===== src/rtl/alu_front_end.sv =====
`default_nettype none
// ============================================================================
//  Module   : alu_front_end
//  Purpose  : Panel front end for the ALU board. Synchronizes and debounces
//             the three load buttons, latches operand A, operand B and the
//             opcode from the switches, and publishes the ALU result to the
//             LEDs on request once all three fields have been loaded.
//  Revision : 1.0 - initial release
// ============================================================================
module alu_front_end #(
    parameter int NB_DATA   = 8,
    parameter int NB_OPCODE = 6,
    parameter int DB_CYCLES = 4
) (
    input  logic                 clock,
    input  logic                 reset,
    input  logic [NB_DATA-1:0]   i_switches,
    input  logic [2:0]           i_botones,
    input  logic                 i_out_enable,
    input  logic [NB_DATA-1:0]   i_alu_result,
    output logic [NB_DATA-1:0]   o_alu_a,
    output logic [NB_DATA-1:0]   o_alu_b,
    output logic [NB_OPCODE-1:0] o_alu_op,
    output logic [NB_DATA-1:0]   o_leds,
    output logic                 o_result_valid,
    output logic [2:0]           o_loaded
);

    // The counter only has to hold values up to DB_CYCLES-1: the count that
    // would reach DB_CYCLES commits the new level instead of being stored.
    localparam int                 c_CNT_W    = (DB_CYCLES > 1) ? $clog2(DB_CYCLES) : 1;
    localparam logic [c_CNT_W-1:0] c_CNT_LAST = c_CNT_W'(DB_CYCLES - 1);
    localparam logic [c_CNT_W-1:0] c_CNT_ONE  = c_CNT_W'(1);

    localparam logic [0:0] c_ST_WAIT  = 1'b0;
    localparam logic [0:0] c_ST_READY = 1'b1;

    logic [2:0] w_load_pulse;
    logic [0:0] r_state;
    logic       w_publish;

    // One synchronizer / debouncer / rising-edge detector per button.
    generate
        for (genvar gi = 0; gi < 3; gi++) begin : g_btn
            logic               r_sync1;
            logic               r_sync2;
            logic               r_db;
            logic               r_db_d;
            logic [c_CNT_W-1:0] r_cnt;

            // Sync the raw level, then accept a change only after DB_CYCLES stable samples.
            always_ff @(posedge clock) begin
                if (reset) begin
                    r_sync1 <= 1'b0;
                    r_sync2 <= 1'b0;
                    r_db    <= 1'b0;
                    r_db_d  <= 1'b0;
                    r_cnt   <= '0;
                end else begin
                    r_sync1 <= i_botones[gi];
                    r_sync2 <= r_sync1;
                    r_db_d  <= r_db;
                    if (r_sync2 == r_db) begin
                        r_cnt <= '0;
                    end else if (r_cnt == c_CNT_LAST) begin
                        r_db  <= r_sync2;
                        r_cnt <= '0;
                    end else begin
                        r_cnt <= r_cnt + c_CNT_ONE;
                    end
                end
            end

            // Press is recognized on the debounced rising edge only.
            assign w_load_pulse[gi] = r_db & ~r_db_d;
        end
    endgenerate

    assign w_publish = (r_state == c_ST_READY) && i_out_enable;

    // Operand/opcode capture, loaded flags and result publication.
    always_ff @(posedge clock) begin
        if (reset) begin
            o_alu_a        <= '0;
            o_alu_b        <= '0;
            o_alu_op       <= '0;
            o_leds         <= '0;
            o_result_valid <= 1'b0;
            o_loaded       <= 3'b000;
        end else begin
            if (w_load_pulse[0]) o_alu_a  <= i_switches;
            if (w_load_pulse[1]) o_alu_b  <= i_switches;
            if (w_load_pulse[2]) o_alu_op <= i_switches[NB_OPCODE-1:0];
            // A publish consumes the loaded set, but a load landing on the
            // same edge belongs to the next set and must survive.
            o_loaded       <= (w_publish ? 3'b000 : o_loaded) | w_load_pulse;
            o_result_valid <= w_publish;
            // i_alu_result still reflects the pre-load operands on this edge.
            if (w_publish) o_leds <= i_alu_result;
        end
    end

    // WAIT until all three fields are loaded, then READY until one publish.
    always_ff @(posedge clock) begin
        if (reset) begin
            r_state <= c_ST_WAIT;
        end else begin
            case (r_state)
                c_ST_WAIT:  if (o_loaded == 3'b111) r_state <= c_ST_READY;
                c_ST_READY: if (i_out_enable)       r_state <= c_ST_WAIT;
                default:                            r_state <= c_ST_WAIT;
            endcase
        end
    end

endmodule
`default_nettype wire

===== config.mk =====
export PLATFORM = sky130hd
export DESIGN_NAME = alu_front_end
export DESIGN_NICKNAME = d
export VERILOG_FILES = /design/src/rtl/alu_front_end.sv
export SDC_FILE = /design/constraint.sdc
export NUM_CORES = 1
export LEC_CHECK = 0
export CAP_MARGIN = 15
export CORE_ASPECT_RATIO = 2
export CORE_MARGIN = 2
export CORE_UTILIZATION = 39
export CTS_CLUSTER_SIZE = 20
export DETAILED_ROUTE_END_ITERATION = 16
export DONT_BUFFER_PORTS = 1
export PLACE_DENSITY = 0.52
export SETUP_SLACK_MARGIN = 0.15
export SLEW_MARGIN = 20
export SYNTH_ARGS = -nofsm -noshare
export SYNTH_HDL_FRONTEND = slang
export SYNTH_SLANG_ARGS = --single-unit
export TNS_END_PERCENT = 50

===== constraint.sdc =====
create_clock -name clock -period 1.66 [get_ports clock]
set_clock_uncertainty 0.15 [all_clocks]
set_input_delay 0.249 -clock clock [delete_from_list [all_inputs] [get_ports clock]]
set_output_delay 0.249 -clock clock [all_outputs]
set_load 0.03 [all_outputs]

======== Word-level counts from Yosys, hierarchy flattened ========
Cells that the tools add are included.
operators by class
  equality and inequality tests ........... 7
  reductions and logical operators ........ 7
  multiplexer cells ....................... 4
  $add $sub $neg .......................... 3
  bitwise gates (word level) .............. 11
operators by type and width
  kind                                          count
  OR reduction 3 bit                            3
  inverter 1 bit                                7
  adder 2 x 1 -> 2 bit (second input constant)  3
  equality test 2 bit (second input constant)   3
  AND reduction 2 bit                           3
  AND 1 bit                                     3
  equality test 1 bit                           3
  equality test 3 bit (second input constant)   1
  two-way mux 3 bit                             1
  bitwise OR 3 bit                              1
  two-way mux 1 bit                             2
  one-hot mux 1 bit (2 select lines)            1
  logical AND 1 bit                             1
word-level totals
  input bits .............................. 22
  register bits ........................... 53

======== Logic depth before layout (Yosys ltp) ========
Gate-level depths: netlist of run 1.
  depth after elaboration ................. 3
  mapped depth ............................ 4
  gate-level depth less buffers ........... 3

======== Worst setup path after synthesis of run 1 ========
No wires, ideal clock.
  path kind ............................... reg2reg
  start ................................... register g_btn[0].r_cnt[0]
  end ..................................... register g_btn[0].r_cnt[0]
  arrival ................................. 0.948 ns
  slack ................................... 0.498 ns
  setup time .............................. 0.065 ns
  required time ........................... 1.445 ns
  cell stages (with the launch flop) ...... 4
  clock period less this slack ............ 1.162 ns
  cells stage by stage .................... dfxtp_1 -> ha_1 -> or3_1 -> nor2_1
on the way
  cells in the longest elaborated chain, start to end .. 2
  elaborated cells between the ends (all ways) .. 3
RTL lines
  element                              RTL line  RTL
  start: declaration                   49        logic [c_CNT_W-1:0] r_cnt;
  start signal: assignment             69        r_cnt <= r_cnt + c_CNT_ONE;
  equality test 2 bit                  65        end else if (r_cnt == c_CNT_LAST) begin
  OR reduction 3 bit (no source line)  n/a
Parallel ways exist; a longest one is shown, timed or not.
A chain may end at the register's enable or synchronous reset.

======== Final worst setup path of run 1 ========
  start ................................... register g_btn[1].r_db
  end ..................................... register g_btn[1].r_db_d
RTL lines
  element                   RTL line  RTL
  start: declaration        47        logic r_db;
  start signal: assignment  66        r_db <= r_sync2;
  end signal: assignment    62        r_db_d <= r_db;
  end: declaration          48        logic r_db_d;
No word-level cell between the ends.

==> impl_metrics.json, run 1 <==
{
  "wire_per_inst_um": 12.9,
  "start_kind": "flop",
  "grt_overflow": 0,
  "cts_inserted_buffers": 5,
  "post-route-min-period_ns": 1.29,
  "synthAdderAreaFrac": 0.0208,
  "globalplace.congestion": 0.610,
  "critPathMaxStageDelay_ns": 0.54,
  "htree_num_levels": 2,
  "cp_data_required_time_ns": 1.76,
  "io_buffers": 0,
  "nNetsFinal": 248,
  "rows": 35,
  "drive_above_1_share": 0.0628,
  "relSlewSlack": 0.690,
  "path_clk_slew_ns": 0.09,
  "dp.cells": 247,
  "max_freq_mhz": 775,
  "grt_pass1_wl_um": 5840,
  "p_leak_nw": 0.851,
  "fin_setup_tns_ns": 0,
  "dp_hpwl_um": 2220,
  "yosys_warnings": 0,
  "cts_buffer_depth": 2,
  "cts_tree": "yes",
  "layout_common_cells": "dfxtp_1 (53), nand2_1 (50), a21oi_1 (27)",
  "hp-class": "input port to flop",
  "period_share": 0.777,
  "synthMuxAreaShare": 0.0561,
  "die_area_sq_um": 5220,
  "synth_seq_cells": 53,
  "synth_compound_area_frac": 0.0748,
  "tightest_slew_ns": 0.466,
  "drt_first_pass_iters": 4,
  "core-area_sq_um": 4510,
  "vias_per_cell": 4.69,
  "synth_nets": 224,
  "die_h_um": 100,
  "synth_cells": 199,
  "io_pins": 56,
  "power_density_nw_per_um2": 992,
  "grt_usage": 0.149,
  "synth-xor-area-share": 0.0146,
  "ys_seq_area_frac": 0.588,
  "drv_cap": 0,
  "whs_ns": 0.0905,
  "cts_root_buf": "clkbuf_8",
  "initial_core_util": 0.400,
  "vias": 1305,
  "outcome": "finished clean",
  "p_total_mw": 2.19,
  "syn_to_final_growth_pct": 22.4,
  "synth_top_family_by_area": "simple AND/OR/NAND/NOR gates",
  "crit_path_max_fanout": 5,
  "syn_area_per_cell_sq_um": 9.07,
  "diodes": 0,
  "wl_um": 3580,
  "vdd_drop_max_mv": 1.18,
  "crit_path_end_kind": "flop",
  "final_common_cell": "dfxtp_1",
  "cts.sinks": 53,
  "crit_arrival_ns": 1.39,
  "crit_path_top_delay_cell": "dlygate4sd3_1",
  "grt_max_degree": 47,
  "die_w_um": 52.1,
  "ctsResizeCount": 0,
  "hold_violations": 0,
  "stdcell_count": 278,
  "post-route-drc-count": 0,
  "synth.distinct_cells": 16,
  "cp_cell_sequence": "nor2b_1 -> dlygate4sd3_1",
  "yosys.area_share.simple": 0.209,
  "fill_cells": 454,
  "antenna_found_initial": 0,
  "setup_viol": 0,
  "antenna_left": 0,
  "rsz0062_at_grt": "false",
  "drv_slew": 0,
  "path_class": "flop to flop",
  "insertion_delay_ns": 0.30,
  "drt_iter0_markers": 17,
  "netlist_area_sq_um": 1810,
  "grt_pass1_vias": 1234
}
## repair_timing
action / in CTS / in global routing
hold buffers: 24 / 0
hold endpoints to repair: 53 / 0
buffers inserted: 0 / 0
## registers in the layout (all words and copies together), names as in the netlist, 3 cells and up
name           count
o_alu_a            8
o_alu_b            8
o_leds             8
g_btn.r_cnt        6
o_alu_op           6
g_btn.r_db         3
g_btn.r_db_d       3
g_btn.r_sync1      3
g_btn.r_sync2      3
o_loaded           3
## metal layers
layer	routed length, um	track usage	vias up
met5	0	0	-
met4	66	0.0729	0
met3	327	0.0685	5
met2	1600	0.210	43
met1	1580	0.190	581
li1	-	-	676
## cells in the mapped netlist
master | instances | share of area
nor2_1 | 19 | 0.040
nand2_1 | 50 | 0.10
inv_1 | 3 | 0.0062
nand3_1 | 1 | 0.0028
mux2i_1 | 9 | 0.050
and2_1 | 1 | 0.0035
nor2b_1 | 11 | 0.038
clkbuf_1 | 3 | 0.0062
dfxtp_1 | 53 | 0.59
nand2b_1 | 3 | 0.010
a21oi_1 | 27 | 0.075
mux2_2 | 1 | 0.0062
or3_1 | 3 | 0.010
ha_1 | 3 | 0.021
buf_2 | 9 | 0.025
xnor2_1 | 3 | 0.015
## cell families after synthesis
family | Yosys count
AOI/OAI and AO/OA | 27
adders and majority gates | 3
xor gates and xnor gates | 3
muxes | 10
buffers and inverters | 15
and+or+nand+nor | 88
DFF | 53
## report_power, final
part | switching, mW | internal [mW]
combinational | 0.0326 | 0.0464
clock | 0.392 | 0.439
sequential | 0.00365 | 1.28
## path summary, 6_finish.rpt
path                     start  slack [ns]  depth (start not counted)                 to
min reg2reg  g_btn[1].r_cnt[0]        0.27                          1  g_btn[1].r_cnt[0]
max              g_btn[1].r_db        0.37                          2    g_btn[1].r_db_d
min                      reset        0.09                          2      g_btn[2].r_db
max reg2reg      g_btn[1].r_db        0.37                          2    g_btn[1].r_db_d
## final cells by class
cell class              count  area (sq um)  area share
flip-flops and latches     53          1060       0.480
multi-input cells         131           677       0.306
repair buffers             29           288       0.130
clock buffers               5          68.8      0.0311
well taps                  55          68.8      0.0311
clock inverters             2          35.0      0.0159
inverters                   3          11.3     0.00510
## through the flow
step                utilization  worst slack [ns]  area [sq um]
CTS                       0.490             0.363          2210
detailed placement        0.411             0.412          1860
global placement          0.411             0.419          1860
finish                    0.490             0.370          2210
floorplan                     -             0.498          1810
global route              0.490             0.292          2210
## critical path: cells and delay by family (launching register included)
kind / cells / cell delay, ns
buf+inv: 1 / 0.54
flops: 1 / 0.41
simple gates: 1 / 0.14
(Power assumes the default switching activity.)
==> run 2, diff against run 1 <==
- ABC_AREA: not set -> 1
- PLACE_DENSITY: 0.52 -> 0.54
- clock period: 1.66 -> 1.08 ns (I/O delays scaled with it)
==> run 2 against run 1 <==
The run now ends with negative hold slack, negative setup slack left. Core utilization is 12 points higher. First-iteration DRC count is 140% higher. Flip-flop and latch count stayed put. Final cell count is 36% higher. Critical path depth is 1 lower. Synthesized cell count is 28% higher. Count of clock-buffer cells in the layout is 3 higher. Global-route usage is 1.8 points higher. Area after synthesis is 7.1% higher. Largest power group unchanged.
==> impl_metrics.json, run 2 <==
{
  "outcome": "complete, but fails checks",
  "violations": "negative hold slack, negative setup slack",
  "period_share": 1.01,
  "globalplace.congestion": 0.768,
  "place_ws_ns": 0.0279,
  "wire_per_inst_um": 11.8,
  "antenna_found_initial": 0,
  "crit_buf_inv": 1,
  "vias": 1783,
  "post-route-drc-count": 0,
  "yosys.area.top_type": "dfxtp_1",
  "critPathMaxStageDelay_ns": 0.36,
  "synth_seq_cells": 53,
  "synth_nets": 280,
  "relSlewSlack": 0.867,
  "vias_per_cell": 4.73,
  "rows": 36,
  "cts_root_buf": "clkbuf_8",
  "cts_inserted_buffers": 5,
  "yosys_warnings": 0,
  "netlist_area_sq_um": 1930,
  "setup_slack_ns": -0.0132,
  "final_common_cell": "nor2_1",
  "clockPowerShare": 0.332,
  "hp-class": "input port to flop",
  "regToRegStartpoint": "g_btn[2].r_db",
  "wl_um": 4470,
  "whs_ns": -0.220,
  "crit_cells": 1,
  "drt_iter0_markers": 40,
  "antenna_left": 0,
  "worstHoldStart": "reset",
  "io_buffers": 0,
  "crit_path_top_delay_cell": "dfxtp_2",
  "p_leak_nw": 1.32,
  "intPower_mw": 2.50,
  "grt_pass1_vias": 1625,
  "drv_cap": 0,
  "synth_top_area_share": 0.549,
  "grt_pass1_wl_um": 7020,
  "syn_to_final_growth_pct": 51.5,
  "ys_seq_area_frac": 0.549,
  "layout_common_cells": "nor2_1 (58), nand2_1 (47), dfxtp_2 (43)",
  "vdd_drop_max_mv": 1.09,
  "start_kind": "flop",
  "crit_arrival_ns": 0.78,
  "drv_slew": 0,
  "synth_edf_count": 0,
  "placed_area_sq_um": 2320,
  "cp-endpoint": "o_alu_b[4]",
  "rr_worst_depth": 4,
  "drive_above_1_share": 0.406,
  "power_density_nw_per_um2": 1090,
  "crit_start": "o_alu_b[4]",
  "rsz0062_at_grt": "true",
  "path_clk_slew_ns": 0.09,
  "die_area_sq_um": 5570,
  "hold_violations": 33,
  "async_reset_ff_frac": 0,
  "die_h_um": 104,
  "post-route-min-period_ns": 1.09,
  "dp_hpwl_um": 2990,
  "grt_max_degree": 25,
  "final_design_area_no_fill_sq_um": 2930,
  "netSwitchingFraction": 0.213,
  "p_comb_frac": 0.050,
  "hold_buffers": 15,
  "yosysMostFrequentCell": "nor2_1",
  "grt_overflow": 0,
  "drt_first_pass_iters": 4,
  "die_w_um": 53.8,
  "path_class": "flop to primary output",
  "syn_area_per_cell_sq_um": 7.59,
  "io_pins": 56,
  "cp_cell_sequence": "buf_6",
  "rrSetupSlack_ns": 0.08,
  "initial_core_util": 0.401,
  "crit_path_end_kind": "primary output",
  "max_freq_mhz": 915,
  "synthTopCellsByArea": "dfxtp_1 (55%), nor2_1 (12%), nand2_1 (10%)",
  "insertion_delay_ns": 0.29,
  "synth.distinct_cells": 13,
  "crit_path_max_fanout": 2,
  "core-area_sq_um": 4820,
  "tightest_slew_ns": 0.200,
  "synth_cells": 255,
  "critPathTopFamily": "flip-flops",
  "grt_usage": 0.167,
  "cts_tree": "yes",
  "cts_buffer_depth": 2,
  "diodes": 0,
  "cp_data_required_time_ns": 0.77,
  "htree_num_levels": 2,
  "synth_flop_cell": "dfxtp_1",
  "seqPwrFrac": 0.619,
  "cts.sinks": 53,
  "top_regs": "o_alu_a x8, o_alu_b x8, o_leds x8",
  "setup_viol": 10,
  "rr_endpoint": "o_alu_op[3]",
  "fin_setup_tns_ns": -0.0489,
  "switchingPower_mw": 0.678,
  "netlist_top_cells_count": "nor2_1 (62), dfxtp_1 (53), nand2_1 (52)",
  "nNetsFinal": 344
}
==> run 2: routing by layer <==
layer	vias to the layer above	track usage	share of wire	wire length (um)
li1	912	-	-	-
met2	50	0.294	0.56	2510
met5	-	0	0	0
met4	0	0.0714	0.025	110
met3	10	0.0331	0.040	178
met1	811	0.179	0.37	1670
==> run 2: layout make-up <==
| class | count | area (sq um) |
|---|---|---|
| Multi-Input combinational cell | 166 | 848 |
| Fill cell | 428 | 1890 |
| Tap cell | 57 | 71.3 |
| Clock buffer | 8 | 80.1 |
| Sequential cell | 53 | 1120 |
| Inverter | 28 | 108 |
| Timing Repair Buffer | 65 | 701 |
==> run 2: per-stage QoR <==
stage	power, mW	util	instances	hold WS, ns
6_report	3.18	0.608	377	-0.220
4_1_cts	3.22	0.593	374	-0.239
2_1_floorplan	2.10	-	255	0.104
3_5_place_dp	2.12	0.481	345	0.0878
5_1_grt	3.33	0.608	377	-0.245
3_3_place_gp	2.12	0.481	345	0.0863
==> run 2: worst min-delay path by stage <==
stage                            end  depth (start not counted)  slack (ns)
global placement    g_btn[0].r_sync1                          1        0.09
CTS                   o_result_valid                          1       -0.24
global route        g_btn[2].r_sync2                          1       -0.25
detailed placement  g_btn[1].r_sync1                          1        0.09
floorplan             o_result_valid                          1        0.10
finish              g_btn[1].r_sync2                          1       -0.22
==> run 2: repair_timing <==
item	CTS	global route
setup buffers	5	3
resized for setup	100	14
pin swaps	44	56
gates cloned	1	0
endpoints found under the hold margin	38	27
endpoints found under the setup margin	78	77
==> run 2: logic make-up (layout without fill, tap and decap cells) <==
group                      after synthesis  in the layout  share of synthesized area
AOI/OAI and AO/OA                        7              7                     0.0181
adders and majority gates                3              3                     0.0194
buffers and inverters                   37            101                     0.0815
DFF                                     53             53                      0.549
and+or+nand+nor                        155            156                      0.332
==> run 2: power by group through the flow <==
stage	Combinational [mW]	Sequential (mW)	Clock (mW)
global route	0.174	1.97	1.19
global placement	0.101	2.02	0
detailed placement	0.101	2.02	0
finish	0.157	1.97	1.06
floorplan	0.0788	2.02	0
CTS	0.149	1.97	1.10
==> run 3, diff against run 2 <==
- CORE_UTILIZATION: 39 -> 55
- PLACE_DENSITY: 0.54 -> 0.72
==> run 3 against run 2 <==
Final cell count shrank 8.2%. Non-clock buffer count fell by 7. Largest power group unchanged. Highest routed layer unchanged. Wire length increased by 51%. Worst hold slack got worse by 0.024 ns. The run still ends with negative hold slack, negative setup slack left.
==> impl_metrics.json, run 3 (same netlist as run 2, synthesis figures left out) <==
{
  "drt_iter0_markers": 104,
  "final_common_cell": "nor2_1",
  "grt_max_degree": 23,
  "io_buffers": 0,
  "fill_cells": 162,
  "drive_above_1_share": 0.449,
  "clockPowerShare": 0.343,
  "crit_path_max_fanout": 2,
  "drv_cap": 0,
  "crit_start": "o_alu_b[1]",
  "rows": 30,
  "max_freq_mhz": 884,
  "crit_path_top_delay_cell": "dfxtp_2",
  "cp_data_required_time_ns": 0.77,
  "core-area_sq_um": 3380,
  "setup_viol": 31,
  "path_clk_slew_ns": 0.10,
  "critPathMaxStageDelay_ns": 0.37,
  "wire_per_inst_um": 19.5,
  "tightest_slew_ns": 0.225,
  "rr_worst_depth": 4,
  "cp-endpoint": "o_alu_b[1]",
  "rrSetupSlack_ns": -0.03,
  "p_comb_frac": 0.053,
  "post-route-min-period_ns": 1.13,
  "hold_violations": 23,
  "cp_cell_sequence": "buf_6",
  "post-route-drc-count": 0,
  "layout_common_cells": "nor2_1 (55), nand2_1 (46), buf_6 (37), dfxtp_2 (37), nand3_1 (25)",
  "whs_ns": -0.244,
  "setup_slack_ns": -0.0516,
  "cts.sinks": 53,
  "period_share": 1.05,
  "switchingPower_mw": 0.752,
  "top_regs": "o_alu_a x8, o_alu_b x8, o_leds x8",
  "vias": 2053,
  "syn_to_final_growth_pct": 53.0,
  "path_class": "flop to primary output",
  "seqPwrFrac": 0.605,
  "power_density_nw_per_um2": 1090,
  "hold_buffers": 12,
  "crit_cells": 1,
  "grt_usage": 0.276,
  "initial_core_util": 0.573,
  "die_area_sq_um": 4040,
  "rr_endpoint": "o_alu_b[1]",
  "die_w_um": 45.9,
  "vdd_drop_max_mv": 1.23,
  "cts_tree": "yes",
  "intPower_mw": 2.48,
  "drv_slew": 0,
  "grt_overflow": 0,
  "crit_buf_inv": 1,
  "netSwitchingFraction": 0.233,
  "cts_inserted_buffers": 5,
  "antenna_found_initial": 0,
  "p_leak_nw": 1.29,
  "relSlewSlack": 0.850,
  "cts_buffer_depth": 2,
  "grt_pass1_wl_um": 8040,
  "vias_per_cell": 5.93,
  "critPathTopFamily": "flip-flops",
  "diodes": 0,
  "nNetsFinal": 338,
  "htree_num_levels": 2,
  "grt_pass1_vias": 1794,
  "wl_um": 6740,
  "crit_arrival_ns": 0.82,
  "hp-class": "input port to flop",
  "io_pins": 56,
  "cts_root_buf": "clkbuf_8",
  "placed_area_sq_um": 2250,
  "final_design_area_no_fill_sq_um": 2960,
  "dp_hpwl_um": 2950,
  "start_kind": "flop",
  "antenna_left": 0,
  "rsz0062_at_grt": "true",
  "violations": "negative hold slack, negative setup slack",
  "die_h_um": 87.9,
  "crit_path_end_kind": "primary output",
  "drt_first_pass_iters": 5,
  "outcome": "complete, but fails checks",
  "globalplace.congestion": 0.817,
  "insertion_delay_ns": 0.31,
  "regToRegStartpoint": "g_btn[1].r_db"
}
run 3: changes by cell type in the layout (fill, tap and decap cells not counted), sizes merged:
cell	delta
clkinvlp	+1
clkbuf	-1
dlygate4sd3	-3
buf	-4
nor2	+1
run 3: area by class of cell:
| class | count | area (sq um) | area share |
|---|---|---|---|
| repair buffers | 58 | 629 | 0.213 |
| flip-flops and latches | 53 | 1140 | 0.384 |
| clock buffers | 7 | 76.3 | 0.0258 |
| inverters | 28 | 118 | 0.0397 |
| multi-input cells | 167 | 951 | 0.321 |
| clock inverters | 1 | 7.51 | 0.00254 |
| well taps | 32 | 40.0 | 0.0135 |
run 3: per-stage QoR:
stage           util  std cells  TNS, ns  worst slack [ns]  power, mW
6_report       0.876        346   -0.821           -0.0516       3.23
3_3_place_gp   0.667        316        0            0.0573       2.12
5_1_grt        0.876        346    -1.54            -0.125       3.32
2_1_floorplan      -        255        0             0.145       2.10
4_1_cts        0.827        341   -0.202           -0.0174       3.17
3_5_place_dp   0.667        316  -0.0229           -0.0229       2.12
run 3: worst min-delay path by stage:
stage               start               end  slack [ns]  cells past startpoint
floorplan           reset    o_result_valid        0.10                      1
global placement    reset  g_btn[0].r_sync2        0.09                      1
detailed placement  reset  g_btn[2].r_sync1        0.09                      1
CTS                 reset   g_btn[1].r_db_d       -0.24                      1
global route        reset   g_btn[0].r_db_d       -0.25                      1
finish              reset   g_btn[1].r_db_d       -0.24                      1
run 3: worst reg2reg max path: cells and delay by family, from the launching register on:
kind                   cells  cell delay, ns
buffers and inverters      1            0.14
flip-flops                 1            0.39
AND/OR/NAND/NOR            3            0.34
run 3: repair_timing:
item	in CTS	in global routing
resized for setup	110	32
gates cloned	2	1
buffers inserted	3	4
endpoints found under the hold margin	31	21
setup endpoints to repair	78	78
pin swaps	60	49
run 3: power by group through the flow:
stage               registers, mW  clock network [mW]  logic [mW]
detailed placement           2.02                   0      0.0998
CTS                          1.96                1.08       0.140
global placement             2.02                   0      0.0990
finish                       1.95                1.11       0.170
global route                 1.96                1.18       0.184
floorplan                    2.02                   0      0.0788
run 3: routing by layer:
metal	up-vias	global-route usage	wire, um
met2	157	0.473	3510
met1	947	0.280	2100
met5	-	0	0
met3	47	0.0577	575
met4	0	0.184	541
li1	902	-	-
